`config.mk`:
```
export PLATFORM = sky130hd
export DESIGN_NAME = dcache_port_arbiter_flat
export DESIGN_NICKNAME = d
export VERILOG_FILES = /design/src/rtl/dcache_port_arbiter_if.sv /design/src/rtl/dcache_port_arbiter.sv /design/src/flat_wrapper.sv
export SDC_FILE = /design/constraint.sdc
export NUM_CORES = 1
export LEC_CHECK = 0
export ABC_CLOCK_PERIOD_IN_PS = 1600
export BUFFER_PORTS_ARGS = -buffer_cell sky130_fd_sc_hd__clkbuf_2
export CORE_AREA = 2 2 126 128
export DETAILED_ROUTE_END_ITERATION = 7
export DIE_AREA = 0 0 128 130
export HOLD_SLACK_MARGIN = 0.03
export PLACE_DENSITY_LB_ADDON = 0.1
export SLEW_MARGIN = 20
export SYNTH_ARGS = -nofsm -noshare
export SYNTH_HDL_FRONTEND = slang
export SYNTH_SLANG_ARGS = --single-unit
```
`constraint.sdc`:
```
create_clock -name clk -period 1.6 [get_ports clk]
set_clock_uncertainty 0.15 [all_clocks]
set_input_delay 0.16 -clock clk [delete_from_list [all_inputs] [get_ports clk]]
set_output_delay 0.16 -clock clk [all_outputs]
set_load 0.02 [all_outputs]
```
`src/rtl/dcache_port_arbiter_if.sv`:
```
// ============================================================================
// dcache_port_arbiter_if : request/response port bundle between a requester and the data cache
// Rev 1.0
// ============================================================================
`default_nettype none

interface dcache_port_arbiter_if;
  logic        req_valid;
  logic        req_we;
  logic [31:0] req_addr;
  logic [31:0] req_data;
  logic [3:0]  req_be;
  logic        req_ready;
  logic        resp_valid;
  logic [31:0] resp_data;
  logic        resp_error;
  logic        resp_ready;

  // master issues requests and consumes responses
  modport master (
    output req_valid, req_we, req_addr, req_data, req_be, resp_ready,
    input  req_ready, resp_valid, resp_data, resp_error
  );

  modport slave (
    input  req_valid, req_we, req_addr, req_data, req_be, resp_ready,
    output req_ready, resp_valid, resp_data, resp_error
  );
endinterface

`default_nettype wire

```
`src/rtl/dcache_port_arbiter.sv`:
```
// ============================================================================
// dcache_port_arbiter : shares one single-outstanding dcache port between PTW and LSU
// Rev 1.0
// ============================================================================
`default_nettype none

module dcache_port_arbiter #(
  parameter int STARVE_LIMIT = 4
) (
  input wire                    clk,
  input wire                    rst_n,
  input wire                    flush_i,
  dcache_port_arbiter_if.slave  ptw,
  dcache_port_arbiter_if.slave  lsu,
  dcache_port_arbiter_if.master dcache
);

  localparam logic [2:0] STARVE_MAX = 3'(STARVE_LIMIT);

  typedef enum logic [1:0] {
    IDLE      = 2'd0,
    ISSUE     = 2'd1,
    WAIT_RESP = 2'd2
  } state_t;

  state_t      state, state_nxt;
  logic [2:0]  starve_cnt, starve_nxt;
  logic        drop_flag, drop_nxt;
  logic        owner_lsu, owner_nxt;
  logic [31:0] addr_q, addr_nxt;
  logic [31:0] data_q, data_nxt;
  logic        we_q, we_nxt;
  logic [3:0]  be_q, be_nxt;
  logic        grant_ptw, grant_lsu;
  logic        cache_resp_ready;

  always_ff @(posedge clk or negedge rst_n) begin
    if (!rst_n) begin
      state      <= IDLE;
      starve_cnt <= 3'd0;
      drop_flag  <= 1'b0;
      owner_lsu  <= 1'b0;
      addr_q     <= 32'd0;
      data_q     <= 32'd0;
      we_q       <= 1'b0;
      be_q       <= 4'd0;
    end else begin
      state      <= state_nxt;
      starve_cnt <= starve_nxt;
      drop_flag  <= drop_nxt;
      owner_lsu  <= owner_nxt;
      addr_q     <= addr_nxt;
      data_q     <= data_nxt;
      we_q       <= we_nxt;
      be_q       <= be_nxt;
    end
  end

  always_comb begin
    state_nxt         = state;
    starve_nxt        = starve_cnt;
    drop_nxt          = drop_flag;
    owner_nxt         = owner_lsu;
    addr_nxt          = addr_q;
    data_nxt          = data_q;
    we_nxt            = we_q;
    be_nxt            = be_q;
    grant_ptw         = 1'b0;
    grant_lsu         = 1'b0;
    cache_resp_ready  = 1'b0;
    ptw.req_ready     = 1'b0;
    lsu.req_ready     = 1'b0;
    ptw.resp_valid    = 1'b0;
    ptw.resp_data     = 32'd0;
    ptw.resp_error    = 1'b0;
    lsu.resp_valid    = 1'b0;
    lsu.resp_data     = 32'd0;
    lsu.resp_error    = 1'b0;
    dcache.req_valid  = 1'b0;
    dcache.req_we     = 1'b0;
    dcache.req_addr   = 32'd0;
    dcache.req_data   = 32'd0;
    dcache.req_be     = 4'd0;
    dcache.resp_ready = 1'b0;

    case (state)
      IDLE: begin
        // ready is combinational, so hold it low while reset is asserted
        if (rst_n) begin
          grant_lsu = lsu.req_valid && (!ptw.req_valid || starve_cnt == STARVE_MAX);
          grant_ptw = ptw.req_valid && !grant_lsu;
        end
        ptw.req_ready = grant_ptw;
        lsu.req_ready = grant_lsu;
        if (grant_lsu) begin
          state_nxt  = ISSUE;
          owner_nxt  = 1'b1;
          addr_nxt   = lsu.req_addr;
          data_nxt   = lsu.req_data;
          we_nxt     = lsu.req_we;
          be_nxt     = lsu.req_be;
          starve_nxt = 3'd0;
          drop_nxt   = flush_i;
        end else if (grant_ptw) begin
          state_nxt = ISSUE;
          owner_nxt = 1'b0;
          addr_nxt  = ptw.req_addr;
          data_nxt  = ptw.req_data;
          we_nxt    = ptw.req_we;
          be_nxt    = ptw.req_be;
          if (lsu.req_valid && starve_cnt != STARVE_MAX) begin
            starve_nxt = starve_cnt + 3'd1;
          end
        end
      end

      ISSUE: begin
        dcache.req_valid = 1'b1;
        dcache.req_we    = we_q;
        dcache.req_addr  = addr_q;
        dcache.req_data  = data_q;
        dcache.req_be    = be_q;
        if (flush_i && owner_lsu) begin
          drop_nxt = 1'b1;
        end
        if (dcache.req_ready) begin
          state_nxt = WAIT_RESP;
        end
      end

      WAIT_RESP: begin
        if (owner_lsu) begin
          // a flushed LSU result is swallowed here but still drained from the cache
          lsu.resp_valid   = dcache.resp_valid && !drop_flag;
          lsu.resp_data    = dcache.resp_data;
          lsu.resp_error   = dcache.resp_error;
          cache_resp_ready = drop_flag || lsu.resp_ready;
        end else begin
          ptw.resp_valid   = dcache.resp_valid;
          ptw.resp_data    = dcache.resp_data;
          ptw.resp_error   = dcache.resp_error;
          cache_resp_ready = ptw.resp_ready;
        end
        dcache.resp_ready = cache_resp_ready;
        if (flush_i && owner_lsu) begin
          drop_nxt = 1'b1;
        end
        if (dcache.resp_valid && cache_resp_ready) begin
          state_nxt = IDLE;
          drop_nxt  = 1'b0;
        end
      end

      default: begin
        state_nxt = IDLE;
      end
    endcase
  end

endmodule

`default_nettype wire

```
`src/flat_wrapper.sv`:
```
// flat-port wrapper written by rule: the top's interface ports become plain ports
module dcache_port_arbiter_flat 
#(
  parameter int STARVE_LIMIT = 4
)
  (clk, rst_n, flush_i, ptw_req_valid, ptw_req_we, ptw_req_addr, ptw_req_data, ptw_req_be, ptw_resp_ready, ptw_req_ready, ptw_resp_valid, ptw_resp_data, ptw_resp_error, lsu_req_valid, lsu_req_we, lsu_req_addr, lsu_req_data, lsu_req_be, lsu_resp_ready, lsu_req_ready, lsu_resp_valid, lsu_resp_data, lsu_resp_error, dcache_req_valid, dcache_req_we, dcache_req_addr, dcache_req_data, dcache_req_be, dcache_resp_ready, dcache_req_ready, dcache_resp_valid, dcache_resp_data, dcache_resp_error);
  dcache_port_arbiter_if ptw_i ();
  dcache_port_arbiter_if lsu_i ();
  dcache_port_arbiter_if dcache_i ();
  input wire clk;
  input wire rst_n;
  input wire flush_i;
  input wire logic [$bits(ptw_i.req_valid)-1:0] ptw_req_valid;
  input wire logic [$bits(ptw_i.req_we)-1:0] ptw_req_we;
  input wire logic [$bits(ptw_i.req_addr)-1:0] ptw_req_addr;
  input wire logic [$bits(ptw_i.req_data)-1:0] ptw_req_data;
  input wire logic [$bits(ptw_i.req_be)-1:0] ptw_req_be;
  input wire logic [$bits(ptw_i.resp_ready)-1:0] ptw_resp_ready;
  output wire logic [$bits(ptw_i.req_ready)-1:0] ptw_req_ready;
  output wire logic [$bits(ptw_i.resp_valid)-1:0] ptw_resp_valid;
  output wire logic [$bits(ptw_i.resp_data)-1:0] ptw_resp_data;
  output wire logic [$bits(ptw_i.resp_error)-1:0] ptw_resp_error;
  input wire logic [$bits(lsu_i.req_valid)-1:0] lsu_req_valid;
  input wire logic [$bits(lsu_i.req_we)-1:0] lsu_req_we;
  input wire logic [$bits(lsu_i.req_addr)-1:0] lsu_req_addr;
  input wire logic [$bits(lsu_i.req_data)-1:0] lsu_req_data;
  input wire logic [$bits(lsu_i.req_be)-1:0] lsu_req_be;
  input wire logic [$bits(lsu_i.resp_ready)-1:0] lsu_resp_ready;
  output wire logic [$bits(lsu_i.req_ready)-1:0] lsu_req_ready;
  output wire logic [$bits(lsu_i.resp_valid)-1:0] lsu_resp_valid;
  output wire logic [$bits(lsu_i.resp_data)-1:0] lsu_resp_data;
  output wire logic [$bits(lsu_i.resp_error)-1:0] lsu_resp_error;
  output wire logic [$bits(dcache_i.req_valid)-1:0] dcache_req_valid;
  output wire logic [$bits(dcache_i.req_we)-1:0] dcache_req_we;
  output wire logic [$bits(dcache_i.req_addr)-1:0] dcache_req_addr;
  output wire logic [$bits(dcache_i.req_data)-1:0] dcache_req_data;
  output wire logic [$bits(dcache_i.req_be)-1:0] dcache_req_be;
  output wire logic [$bits(dcache_i.resp_ready)-1:0] dcache_resp_ready;
  input wire logic [$bits(dcache_i.req_ready)-1:0] dcache_req_ready;
  input wire logic [$bits(dcache_i.resp_valid)-1:0] dcache_resp_valid;
  input wire logic [$bits(dcache_i.resp_data)-1:0] dcache_resp_data;
  input wire logic [$bits(dcache_i.resp_error)-1:0] dcache_resp_error;
  assign ptw_i.req_valid = ptw_req_valid;
  assign ptw_i.req_we = ptw_req_we;
  assign ptw_i.req_addr = ptw_req_addr;
  assign ptw_i.req_data = ptw_req_data;
  assign ptw_i.req_be = ptw_req_be;
  assign ptw_i.resp_ready = ptw_resp_ready;
  assign ptw_req_ready = ptw_i.req_ready;
  assign ptw_resp_valid = ptw_i.resp_valid;
  assign ptw_resp_data = ptw_i.resp_data;
  assign ptw_resp_error = ptw_i.resp_error;
  assign lsu_i.req_valid = lsu_req_valid;
  assign lsu_i.req_we = lsu_req_we;
  assign lsu_i.req_addr = lsu_req_addr;
  assign lsu_i.req_data = lsu_req_data;
  assign lsu_i.req_be = lsu_req_be;
  assign lsu_i.resp_ready = lsu_resp_ready;
  assign lsu_req_ready = lsu_i.req_ready;
  assign lsu_resp_valid = lsu_i.resp_valid;
  assign lsu_resp_data = lsu_i.resp_data;
  assign lsu_resp_error = lsu_i.resp_error;
  assign dcache_req_valid = dcache_i.req_valid;
  assign dcache_req_we = dcache_i.req_we;
  assign dcache_req_addr = dcache_i.req_addr;
  assign dcache_req_data = dcache_i.req_data;
  assign dcache_req_be = dcache_i.req_be;
  assign dcache_resp_ready = dcache_i.resp_ready;
  assign dcache_i.req_ready = dcache_req_ready;
  assign dcache_i.resp_valid = dcache_resp_valid;
  assign dcache_i.resp_data = dcache_resp_data;
  assign dcache_i.resp_error = dcache_resp_error;
  dcache_port_arbiter #(.STARVE_LIMIT(STARVE_LIMIT)) u_core (.clk(clk), .rst_n(rst_n), .flush_i(flush_i), .ptw(ptw_i), .lsu(lsu_i), .dcache(dcache_i));
endmodule
```
==> results.sh <==
export IMPL_status="complete, but fails checks"
export IMPL_violations="setup timing"
export IMPL_rrSetupSlack_ps=-320
export IMPL_grt_overflow_total=0
export IMPL_grt_use_total_pct=23.7
export IMPL_dp_hpwl_mm=11.5
export IMPL_gp_congestion=0.808
export IMPL_critPathCaptureType="output pin"
export IMPL_maxCapViolCount=0
export IMPL_num_rows=46
export IMPL_tightest_slew_ps=904
export IMPL_synth_edf_count=0
export IMPL_htree_levels=3
export IMPL_period_share_pct=123
export IMPL_cp_endpoint="lsu_resp_data[18]"
export IMPL_grt_pass1_vias=6217
export IMPL_ant_nets=0
export IMPL_cts_sinks=76
export IMPL_finalHoldViolCount=0
export IMPL_synth_top_area_share_pct=40.0
export IMPL_synthTopCellsByCount="dfrtp_1, nand2_1, and2_1, mux2i_1"
export IMPL_nNetsFinal=1229
export IMPL_wirelength_mm=23.9
export IMPL_setup_slack_ps=-361
export IMPL_cts_buffers=9
export IMPL_startpoint="u_core.state[0]"
export IMPL_power_density_nw_per_um2=1360
export IMPL_fmax_mhz=510
export IMPL_crit_arrival_ps=1650
export IMPL_ys_seq_elements=76
export IMPL_cp_max_fo=18
export IMPL_hp_class="in -> async"
export IMPL_ir_drop_v=0.000702
export IMPL_die_h_um=130
export IMPL_dr_pass1_iters=4
export IMPL_area_delta_synth_final_pct=144
export IMPL_wl_met1_mm=8.56
export IMPL_start_util_pct=30.8
export IMPL_dieWidth_um=128
export IMPL_synth_area_leaders="dfrtp_1, mux2i_1, and2_1"
export IMPL_worstRegToRegCells=11
export IMPL_synth_area_per_cell_um2=9.14
export IMPL_drc_errors=0
export IMPL_grt_pass1_wl_mm=30.9
export IMPL_place_ws_ps=-291
export IMPL_yosysTopAreaCell="dfrtp_1"
export IMPL_whs_ps=97.9
export IMPL_p_int_mw=9.75
export IMPL_crit_type="reg -> out"
export IMPL_dr_total_vias=6114
export IMPL_n_antenna_cell=0
export IMPL_synth_ff_type="dfrtp_1"
export IMPL_path_clk_slew_ps=50
export IMPL_ys_seq_area_share_pct=40.0
export IMPL_p_leak_nw=5.86
export IMPL_nFillCells=983
export IMPL_fin_crit_ps=1960
export IMPL_yosys_cell_types_count=39
export IMPL_antenna_found_initial=0
export IMPL_syn_area_um2=4750
export IMPL_ys_warnings_count=0
export IMPL_synthArstFlopShare_pct=100
export IMPL_layout_drive_gt1_share_pct=61.1
export IMPL_crit_slowest_cell="dfrtp_2"
export IMPL_cts_tree="done"
export IMPL_r2r_start="u_core.state[1]"
export IMPL_worstSkewPairLatency_ps=330
export IMPL_highest_signal_layer="met4"
export IMPL_setup_viol=214
export IMPL_worst_path_largest_cell_delay_ps=440
export IMPL_crit_chain="inv_2 -> ha_4 -> buf_12 -> and3_1 -> clkbuf_8"
export IMPL_port_buffers=320
export IMPL_r2r_end="u_core.addr_q[4]"
export IMPL_drtIter0Drc=210
export IMPL_grt_max_degree=69
export IMPL_cts_buffer_depth=2
export IMPL_boundaryPins=321
export IMPL_synth_cells=520
export IMPL_switchingPower_mw=5.99
export IMPL_drv_slew=0
export IMPL_swShare_pct=38.1
export IMPL_via_per_inst=4.93
export IMPL_root_buffer="clkbuf_16"
export IMPL_route_met2_wl_mm=13.1
export IMPL_core_um2=15400
export IMPL_post_drt_wl_per_cell_um=19.3
export IMPL_syn_nets=706
export IMPL_rsz0062_at_grt="yes"
export IMPL_critPathLaunchType="flop"
export IMPL_wl_met3_mm=1.48
export IMPL_relSlewSlack_pct=39.8
export IMPL_p_comb_share_pct=64.7
export IMPL_seq_power_share_pct=22.3
export IMPL_yosys_cell_count_top_type="dfrtp_1"
export IMPL_dieArea_um2=16600
export IMPL_power_frac_clock_pct=13.1
export IMPL_critPathRequiredTime_ps=1290
==> routing by layer <==
layer / track usage (%) / vias up
met1: 24.7 / 2953
met5: 0 / -
met2: 46.2 / 265
li1: - / 2843
met3: 5.70 / 53
met4: 8.60 / 0
==> sequential cells by signal, indices dropped and copies added, names as in the netlist <==
signal / count
u_core.addr_q: 32
u_core.owner_lsu: 1
u_core.starve_cnt: 3
u_core.we_q: 1
u_core.be_q: 4
u_core.drop_flag: 1
u_core.state: 2
u_core.data_q: 32
==> critical path: cells and delay by family (launching register included) <==
family	cells	cell delay, ps
fa+ha+maj	1	250
flops	1	440
buf+inv	3	430
simple gates	1	200
==> what timing repair did <==
action	CTS	global route
endpoints found under the hold margin	79	0
hold buffers	142	0
resized for setup	282	363
setup endpoints to repair	215	217
pin swaps	6	18
setup buffers	17	12
gates cloned	14	19
==> cell usage in the layout (no fill, tap or decap), types with 3 or more instances in the layout <==
master,n
o21ai_2,32
buf_12,19
buf_6,38
dlygate4sd3_1,142
mux2i_4,16
inv_1,3
buf_4,56
nand2_2,22
o21ai_0,5
buf_8,87
o21ai_1,38
nor2_1,3
mux2i_1,38
clkbuf_8,10
mux2i_2,15
inv_2,5
clkbuf_2,178
buf_16,12
and2_1,3
and3_4,30
and2_4,64
nand2_1,45
ha_4,4
clkbuf_16,25
nand2_4,7
dfrtp_1,75
and3_1,37
==> layout make-up <==
type,instances,area (µm²),share of cell area (%)
timing repair buffer,559,5710,49.3
multi-input combinational,389,3400,29.4
sequential,76,1900,16.4
clock buffer,12,246,2.13
tap,192,240,2.07
clock inverter,3,47.5,0.410
inverter,8,30.0,0.259
==> logic make-up after synthesis <==
kind of cell / share of synthesized area [%]
adder cells (fa/ha/maj): 1.58
AO/OA/AOI/OAI: 10.3
multiplexers: 14.5
flip-flops: 40.0
AND/OR/NAND/NOR: 25.8
XOR/XNOR: 0.184
buffers and inverters: 7.63
==> metrics by stage <==
stage / instances / total power, mW / TNS (ps) / cell area (µm²) / utilization, %
finish: 1239 / 15.7 / -57740 / 11600 / 75.1
global route: 1239 / 16.5 / -72670 / 11600 / 75.1
CTS: 1213 / 13.7 / -61770 / 10200 / 66.3
detailed placement: 1025 / 8.84 / -26500 / 6860 / 44.5
global placement: 1025 / 8.69 / -19200 / 6860 / 44.5
floorplan: 520 / 6.84 / -7000 / 4980 / -
==> power groups by stage <==
stage	Clock (mW)	Combinational, mW	Sequential (mW)
finish	2.06	10.2	3.50
global route	2.19	10.7	3.60
CTS	2.10	8.28	3.32
detailed placement	0	5.55	3.30
global placement	0	5.44	3.25
floorplan	0	3.68	3.16
==> worst min-delay path by stage <==
stage	endpoint	slack, ps	depth (start not counted)
floorplan	u_core.addr_q[0]	-290	0
global route	u_core.state[0]	110	2
CTS	u_core.state[1]	90	2
finish	u_core.state[0]	100	2
global placement	u_core.state[1]	-160	1
detailed placement	u_core.state[1]	-160	1
Power figures use the tool's default switching activity.
